<file path="src/rtl/game_pkg.sv">
// ---------------------------------------------------------------------------
// game_pkg
// Constants and types shared by the key/switch conditioner and the in-game
// FSM that consumes its outputs.
//   KEY_SEL1..KEY_START : bit positions of each pushbutton within KEY
//   NUM_TILES           : number of slide switches (one per tile)
//   DEBOUNCE_DEFAULT    : 20 ms of CLOCK_50 samples
//   game_state_t        : state of the game-enable machine
// ---------------------------------------------------------------------------
package game_pkg;

    localparam int KEY_SEL1         = 0;
    localparam int KEY_SEL2         = 1;
    localparam int KEY_QUIT         = 2;
    localparam int KEY_START        = 3;
    localparam int NUM_KEYS         = 4;
    localparam int NUM_TILES        = 10;
    localparam int DEBOUNCE_DEFAULT = 1000000;

    typedef enum logic {
        GAME_OFF = 1'b0,
        GAME_ON  = 1'b1
    } game_state_t;

endpackage : game_pkg

</file>
<file path="src/rtl/debounce_cell.sv">
// ---------------------------------------------------------------------------
// debounce_cell
// One raw asynchronous input: 2-flop synchroniser, stability counter and
// accepted-level register, plus single-cycle edge flags raised in the same
// update that accepts a new level.
//   CLOCK_50 : system clock
//   resetn   : asynchronous active-low reset
//   raw      : unsynchronised input
//   level    : debounced level (resets to RESET_LEVEL)
//   rise     : one-cycle pulse when level is accepted 0->1
//   fall     : one-cycle pulse when level is accepted 1->0
// ---------------------------------------------------------------------------
module debounce_cell #(
    parameter int   DEBOUNCE_CYCLES = 1000000,
    parameter int   CNT_W           = $clog2(DEBOUNCE_CYCLES),
    parameter logic RESET_LEVEL     = 1'b0
) (
    input  logic CLOCK_50,
    input  logic resetn,
    input  logic raw,
    output logic level,
    output logic rise,
    output logic fall
);

    localparam logic [CNT_W-1:0] CNT_LAST = CNT_W'(DEBOUNCE_CYCLES - 1);

    logic             sync_meta;
    logic             sync_s;
    logic [CNT_W-1:0] cnt;

    // NOTE: state is updated with non-blocking assignments so every flop
    // samples the pre-edge values; blocking here would collapse the
    // synchroniser into a single stage.
    always_ff @(posedge CLOCK_50 or negedge resetn) begin
        if (!resetn) begin
            sync_meta <= RESET_LEVEL;
            sync_s    <= RESET_LEVEL;
            level     <= RESET_LEVEL;
            cnt       <= '0;
            rise      <= 1'b0;
            fall      <= 1'b0;
        end else begin
            sync_meta <= raw;
            sync_s    <= sync_meta;
            rise      <= 1'b0;
            fall      <= 1'b0;
            if (sync_s == level) begin
                // Any sample agreeing with the accepted level restarts the count.
                cnt <= '0;
            end else if (cnt == CNT_LAST) begin
                level <= sync_s;
                cnt   <= '0;
                rise  <= sync_s;
                fall  <= ~sync_s;
            end else begin
                cnt <= cnt + CNT_W'(1);
            end
        end
    end

endmodule : debounce_cell

</file>
<file path="src/rtl/key_input_conditioner.sv">
// ---------------------------------------------------------------------------
// key_input_conditioner
// Cleans the DE1 pushbuttons and slide switches for the in-game FSM and owns
// the game-enable level.
//   CLOCK_50    : system clock, 50 MHz
//   resetn      : asynchronous active-low reset
//   KEY[3:0]    : raw pushbuttons, 0 = pressed (sel1, sel2, quit, start)
//   SW[9:0]     : raw slide switches, 1 = up
//   game_over   : all tiles matched, from the in-game FSM
//   select1/2   : one-cycle press pulses, suppressed when quit pulses too
//   userquit    : one-cycle press pulse of the quit key
//   start_pulse : one-cycle press pulse of the start key
//   in_game_on  : game-enable level
//   sw_clean    : debounced switch levels
//   sw_rise     : one-cycle per-switch 0->1 pulses
// ---------------------------------------------------------------------------
module key_input_conditioner
    import game_pkg::*;
#(
    parameter int DEBOUNCE_CYCLES = DEBOUNCE_DEFAULT,
    parameter int CNT_W           = $clog2(DEBOUNCE_CYCLES)
) (
    input  logic                 CLOCK_50,
    input  logic                 resetn,
    input  logic [NUM_KEYS-1:0]  KEY,
    input  logic [NUM_TILES-1:0] SW,
    input  logic                 game_over,
    output logic                 select1,
    output logic                 select2,
    output logic                 userquit,
    output logic                 start_pulse,
    output logic                 in_game_on,
    output logic [NUM_TILES-1:0] sw_clean,
    output logic [NUM_TILES-1:0] sw_rise
);

    logic [NUM_KEYS-1:0]  key_press;
    logic [NUM_KEYS-1:0]  key_level_unused;
    logic [NUM_KEYS-1:0]  key_release_unused;
    logic [NUM_TILES-1:0] sw_fall_unused;

    // Keys idle high (released), so their cells reset to 1; a press is a fall.
    for (genvar k = 0; k < NUM_KEYS; k++) begin : g_key
        debounce_cell #(
            .DEBOUNCE_CYCLES (DEBOUNCE_CYCLES),
            .CNT_W           (CNT_W),
            .RESET_LEVEL     (1'b1)
        ) u_cell (
            .CLOCK_50 (CLOCK_50),
            .resetn   (resetn),
            .raw      (KEY[k]),
            .level    (key_level_unused[k]),
            .rise     (key_release_unused[k]),
            .fall     (key_press[k])
        );
    end

    for (genvar s = 0; s < NUM_TILES; s++) begin : g_sw
        debounce_cell #(
            .DEBOUNCE_CYCLES (DEBOUNCE_CYCLES),
            .CNT_W           (CNT_W),
            .RESET_LEVEL     (1'b0)
        ) u_cell (
            .CLOCK_50 (CLOCK_50),
            .resetn   (resetn),
            .raw      (SW[s]),
            .level    (sw_clean[s]),
            .rise     (sw_rise[s]),
            .fall     (sw_fall_unused[s])
        );
    end

    // Pulses come straight from flops; only the quit mask is gated, so no
    // input reaches an output without passing through a register.
    assign userquit    = key_press[KEY_QUIT];
    assign start_pulse = key_press[KEY_START];
    assign select1     = key_press[KEY_SEL1] & ~key_press[KEY_QUIT];
    assign select2     = key_press[KEY_SEL2] & ~key_press[KEY_QUIT];

    game_state_t state, state_next;

    always_ff @(posedge CLOCK_50 or negedge resetn) begin
        if (!resetn) state <= GAME_OFF;
        else         state <= state_next;
    end

    // NOTE: state_next is given a default before the case so every path
    // assigns it and no latch is inferred.
    always_comb begin
        state_next = state;
        case (state)
            GAME_OFF: if (start_pulse && !userquit)  state_next = GAME_ON;
            GAME_ON:  if (userquit || game_over)     state_next = GAME_OFF;
        endcase
    end

    assign in_game_on = (state == GAME_ON);

endmodule : key_input_conditioner

</file>
<file path="config.mk">
export PLATFORM = sky130hd
export DESIGN_NAME = key_input_conditioner
export DESIGN_NICKNAME = d
export VERILOG_FILES = /design/src/rtl/game_pkg.sv /design/src/rtl/debounce_cell.sv /design/src/rtl/key_input_conditioner.sv
export SDC_FILE = /design/constraint.sdc
export NUM_CORES = 1
export LEC_CHECK = 0
export BUFFER_PORTS_ARGS = -buffer_cell sky130_fd_sc_hd__buf_4
export CORE_MARGIN = 8
export CORE_UTILIZATION = 52
export CTS_CLUSTER_DIAMETER = 200
export DETAILED_ROUTE_END_ITERATION = 12
export GPL_TIMING_DRIVEN = 1
export PLACE_DENSITY = 0.71
export SETUP_SLACK_MARGIN = 0.2
export SYNTH_ARGS = -nofsm -noshare
export SYNTH_HDL_FRONTEND = slang
export SYNTH_SLANG_ARGS = --single-unit
</file>
<file path="constraint.sdc">
create_clock -name CLOCK_50 -period 1.95 [get_ports CLOCK_50]
set_input_delay 0.195 -clock CLOCK_50 [delete_from_list [all_inputs] [get_ports CLOCK_50]]
set_output_delay 0.195 -clock CLOCK_50 [all_outputs]
set_load 0.02 [all_outputs]
</file>
==> metrics.md <==
| Metric | Value |
|---|---|
| Status | complete, but fails checks |
| Failing checks | setup timing |
| CTS tree | built |
| Min Tclk post-route | 2.07 ns |
| DP Cell Count | 2107 |
| Layout fillers | 2077 |
| ANT cells | 0 |
| Combinational share of power | 0.054 |
| Rel. slew slack | 0.669 |
| Clock sinks | 337 |
| DR vias/cell | 5.59 |
| Post-synth EDFFs | 0 |
| Share of cells above drive strength 1 | 0.359 |
| CP Capture Type | register |
| Worst R2R Path Depth | 5 |
| Layout area overhead | 35.3% |
| YS warnings | 0 |
| Synth Area in Adders | 0.0110 |
| Avg WL per Cell | 15.8 µm |
| Post-synth ARST share | 1.00 |
| Slew Viols, Final | 0 |
| Final Power | 15.6 mW |
| Root Driver | clkbuf_16 |
| Final setup violation count | 125 |
| Critical Path RT | 2.35 ns |
| Synth Instances | 1592 |
| # rows | 64 |
| Via count | 12900 |
| Clock slew at reported path FFs | 0.06 ns |
| Crit path cell chain | or4_4 -> or4_4 -> o21ai_4 -> buf_12 -> a21oi_2 |
| Switching pwr | 3.40 mW |
| Max FO, Critical Path | 14 |
| Multiplexer area fraction after synthesis | 0.0130 |
| First-pass GRT wire length | 56.9 mm |
| RePlAce Congestion | 0.831 |
| Core ar. | 30400 µm² |
| Max Cap Viol | 0 |
| Mapped Area | 16000 µm² |
| Register share of total power | 0.462 |
| Net Sw Frac | 0.218 |
| Initial Util | 0.525 |
| RSZ-0062 raised after global routing | yes |
| Kind of critical path | reg -> reg |
| DRT iter0 DRCs | 765 |
| Port bufs | 41 |
| Pwr Density | 721 nW/µm² |
| Top FF cell, synth | dfrtp_1 |
| Bufs on Longest Clock Path | 3 |
| Final Cycle Share | 1.06 |
| CTS buffer count | 38 |
| Dpl hpwl | 21.0 mm |
| Fin. Hold Viols | 0 |
| Die X | 191 µm |
| FF+latch count, synth | 337 |
| Seq/Total Area, Yosys | 0.529 |
| Final core utilization | 0.710 |
| Hold Crit Class | in -> async |
| Largest net degree at the start of global routing | 63 |
| Clk_lat worst skew | 0.52 ns |
| Die extent in y | 191 µm |
| Leakage | 8.71 nW |
| Final std cells w/o fill | 2313 |
| Clk_skew | 0.0163 ns |
| DRT Pass-1 Iters | 5 |
| I/O pin count | 42 |
| Cell variety after synth | 48 |
| # nets final | 1918 |
| Top cell by count, worst path | or4_4 |
| DRC | 0 |
| H-Tree Depth | 2 |
| Pint | 12.2 mW |
| Clk pwr share | 0.484 |
| Crit path DAT | 2.46 ns |
| Peak VDD IR | 732 µV |
| Mean Syn Cell Area | 10.0 µm² |
| Complex-gate fraction of the synthesized area | 0.0667 |
| Grt ovf | 0 |
| Vias in the first global route | 12500 |
| Total GRT Usage | 0.180 |
| Fin worst setup slack | -0.116 ns |
| Fmax | 484 MHz |
| Startpoint types | register |
| Largest family of logic cells by synthesized area | simple AND/OR/NAND/NOR gates |
| Post-Synth Simple-Gate Area | 0.244 |
| Mapped Nets | 1623 |
| Worst Tran Pin Value | 0.492 ns |
| Max incr delay on CP | 0.58 ns |
| Antenna-violating nets left | 0 |
| Xor and xnor area share after synthesis | 0.0993 |
| Slowest-stage cell, CP | or4_4 |
| DIE AREA | 36600 µm² |
| Initial antenna violation count | 0 |
| DRT Wirelength | 36.5 mm |
-- cells in the final DEF (no fill, tap or decap), types with 7 or more instances in the layout --
| cell | Yosys | final |
|---|---|---|
| nor3_1 | 45 | 37 |
| nand3_2 | 6 | 21 |
| nor4_1 | 33 | 29 |
| nor2_1 | 217 | 113 |
| dlygate4sd3_1 | 0 | 16 |
| nand4_1 | 43 | 43 |
| a21oi_1 | 80 | 24 |
| and3b_1 | 10 | 10 |
| and2_1 | 7 | 7 |
| clkbuf_1 | 22 | 7 |
| dfstp_2 | 12 | 12 |
| xor2_1 | 78 | 78 |
| o31ai_1 | 42 | 34 |
| buf_6 | 1 | 36 |
| dfrtp_2 | 0 | 13 |
| buf_4 | 20 | 252 |
| clkbuf_16 | 0 | 46 |
| nand2_1 | 84 | 80 |
| mux2_2 | 14 | 8 |
| and3_1 | 24 | 22 |
| dfrtp_1 | 325 | 312 |
| or4_4 | 2 | 23 |
| buf_12 | 0 | 9 |
| ha_2 | 0 | 8 |
| nand3_1 | 104 | 88 |
| nand2b_1 | 8 | 8 |
| nor2_4 | 0 | 51 |
| clkbuf_8 | 0 | 9 |
| or3_1 | 43 | 37 |
| o21ai_0 | 44 | 43 |
| xnor2_1 | 103 | 103 |
| a21oi_2 | 1 | 56 |
| inv_1 | 61 | 61 |
| nor2_2 | 1 | 54 |
| or4_1 | 67 | 46 |
-- metrics by stage --
stage | hold slack (ns) | setup slack, ns | area [µm²] | TNS, ns
2_1_floorplan | -0.101 | -0.0224 | 16300 | -0.0776
3_3_place_gp | 0.176 | -0.0511 | 17800 | -1.29
3_5_place_dp | 0.171 | -0.116 | 17800 | -4.89
4_1_cts | 0.222 | -0.0873 | 20100 | -5.64
5_1_grt | 0.253 | -0.162 | 21600 | -14.98
6_report | 0.207 | -0.116 | 21600 | -7.84
-- worst max-delay path, delay by kind of cell (launching register included) --
family	cells	cell delay [ns]
compound gates	2	0.26
buf+inv	1	0.18
flops	1	0.39
simple gates	2	1.12
-- power by group through the flow --
stage | Sequential [mW] | Clock, mW | Combinational, mW
after global routing | 7.21 | 8.01 | 0.932
final | 7.20 | 7.54 | 0.844
after global placement | 7.31 | 0 | 0.561
after CTS | 7.20 | 7.70 | 0.654
after floorplan | 7.31 | 0 | 0.246
after detailed placement | 7.32 | 0 | 0.577
-- worst paths after layout --
path,start,endpoint,slack (ns)
setup / recovery,g_key[3].u_cell.cnt[11]$_DFF_PN0_,g_key[3].u_cell.cnt[15]$_DFF_PN0_,-0.12
setup reg to reg,g_key[3].u_cell.cnt[11]$_DFF_PN0_,g_key[3].u_cell.cnt[15]$_DFF_PN0_,-0.12
hold reg to reg,g_sw[2].u_cell.sync_meta$_DFF_PN0_,g_sw[2].u_cell.sync_s$_DFF_PN0_,0.35
hold / removal,resetn,g_sw[7].u_cell.cnt[14]$_DFF_PN0_,0.21
max in group asynchronous,resetn,g_key[1].u_cell.sync_meta$_DFF_PN1_,0.99
min in group CLOCK_50,KEY[3],g_key[3].u_cell.sync_meta$_DFF_PN1_,0.32
-- logic make-up after synthesis --
group,count (synthesis)
compound gates,179
fa+ha+maj,14
mux,19
flops,337
buf+inv,127
xor+xnor,181
simple gates,735
-- what timing repair did --
item                                    4_1_cts  5_1_grt
hold buffers                                 16        0
endpoints found under the hold margin        62        0
resized for setup                           112      236
endpoints found under the setup margin      245      294
setup buffers                                32       67
pin swaps                                    45       88
cloned                                        5       16
-- synthesized netlist by cell type, types with 5 or more instances --
master,number,area [µm²]
ha_1,14,175
o21ai_1,6,30.0
nor2_1,217,815
nor4_1,33,206
nor3_1,45,225
nand3_1,104,521
and3_1,24,150
o21ai_0,44,220
buf_2,20,100
dfstp_2,12,315
mux2_2,14,158
nand3_2,6,60.1
xnor2_1,103,902
xor2_1,78,683
nor4b_1,5,43.8
inv_1,61,229
dfrtp_1,325,8130
or4_1,67,503
nand2b_1,8,50.1
a21oi_1,80,400
buf_4,20,150
nand4_1,43,269
or3_1,43,269
or2_2,6,37.5
and3b_1,10,87.6
o31ai_1,42,315
or4b_1,7,70.1
and4_1,9,78.8
clkbuf_1,22,82.6
nand2_1,84,315
or4b_2,5,50.1
mux2i_1,5,50.1
and2_1,7,43.8
-- layout make-up --
class / count / area, µm² / area share
Clock buffer: 57 / 1180 / 0.0544
Clock inverter: 13 / 176 / 0.00817
Inverter: 61 / 229 / 0.0106
Multi-Input combinational cell: 1128 / 8260 / 0.382
Sequential cell: 337 / 8460 / 0.392
Tap cell: 396 / 495 / 0.0229
Timing Repair Buffer: 321 / 2810 / 0.130
-- state kept, by name, indices dropped and copies added (netlist names), 10 cells and up --
name                   cells
g_key.u_cell.cnt          80
g_sw.u_cell.cnt          200
g_sw.u_cell.level         10
g_sw.u_cell.rise          10
g_sw.u_cell.sync_meta     10
g_sw.u_cell.sync_s        10
-- routing by layer --
metal | up-vias | routed length [µm] | part of all wire | global-route usage
li1 | 6193 | - | - | -
met1 | 6424 | 15900 | 0.44 | 0.237
met2 | 240 | 18600 | 0.51 | 0.310
met3 | 74 | 1230 | 0.034 | 0.0265
met4 | 0 | 823 | 0.023 | 0.0429
met5 | - | 0 | 0 | 0
(Power assumes the default switching activity.)
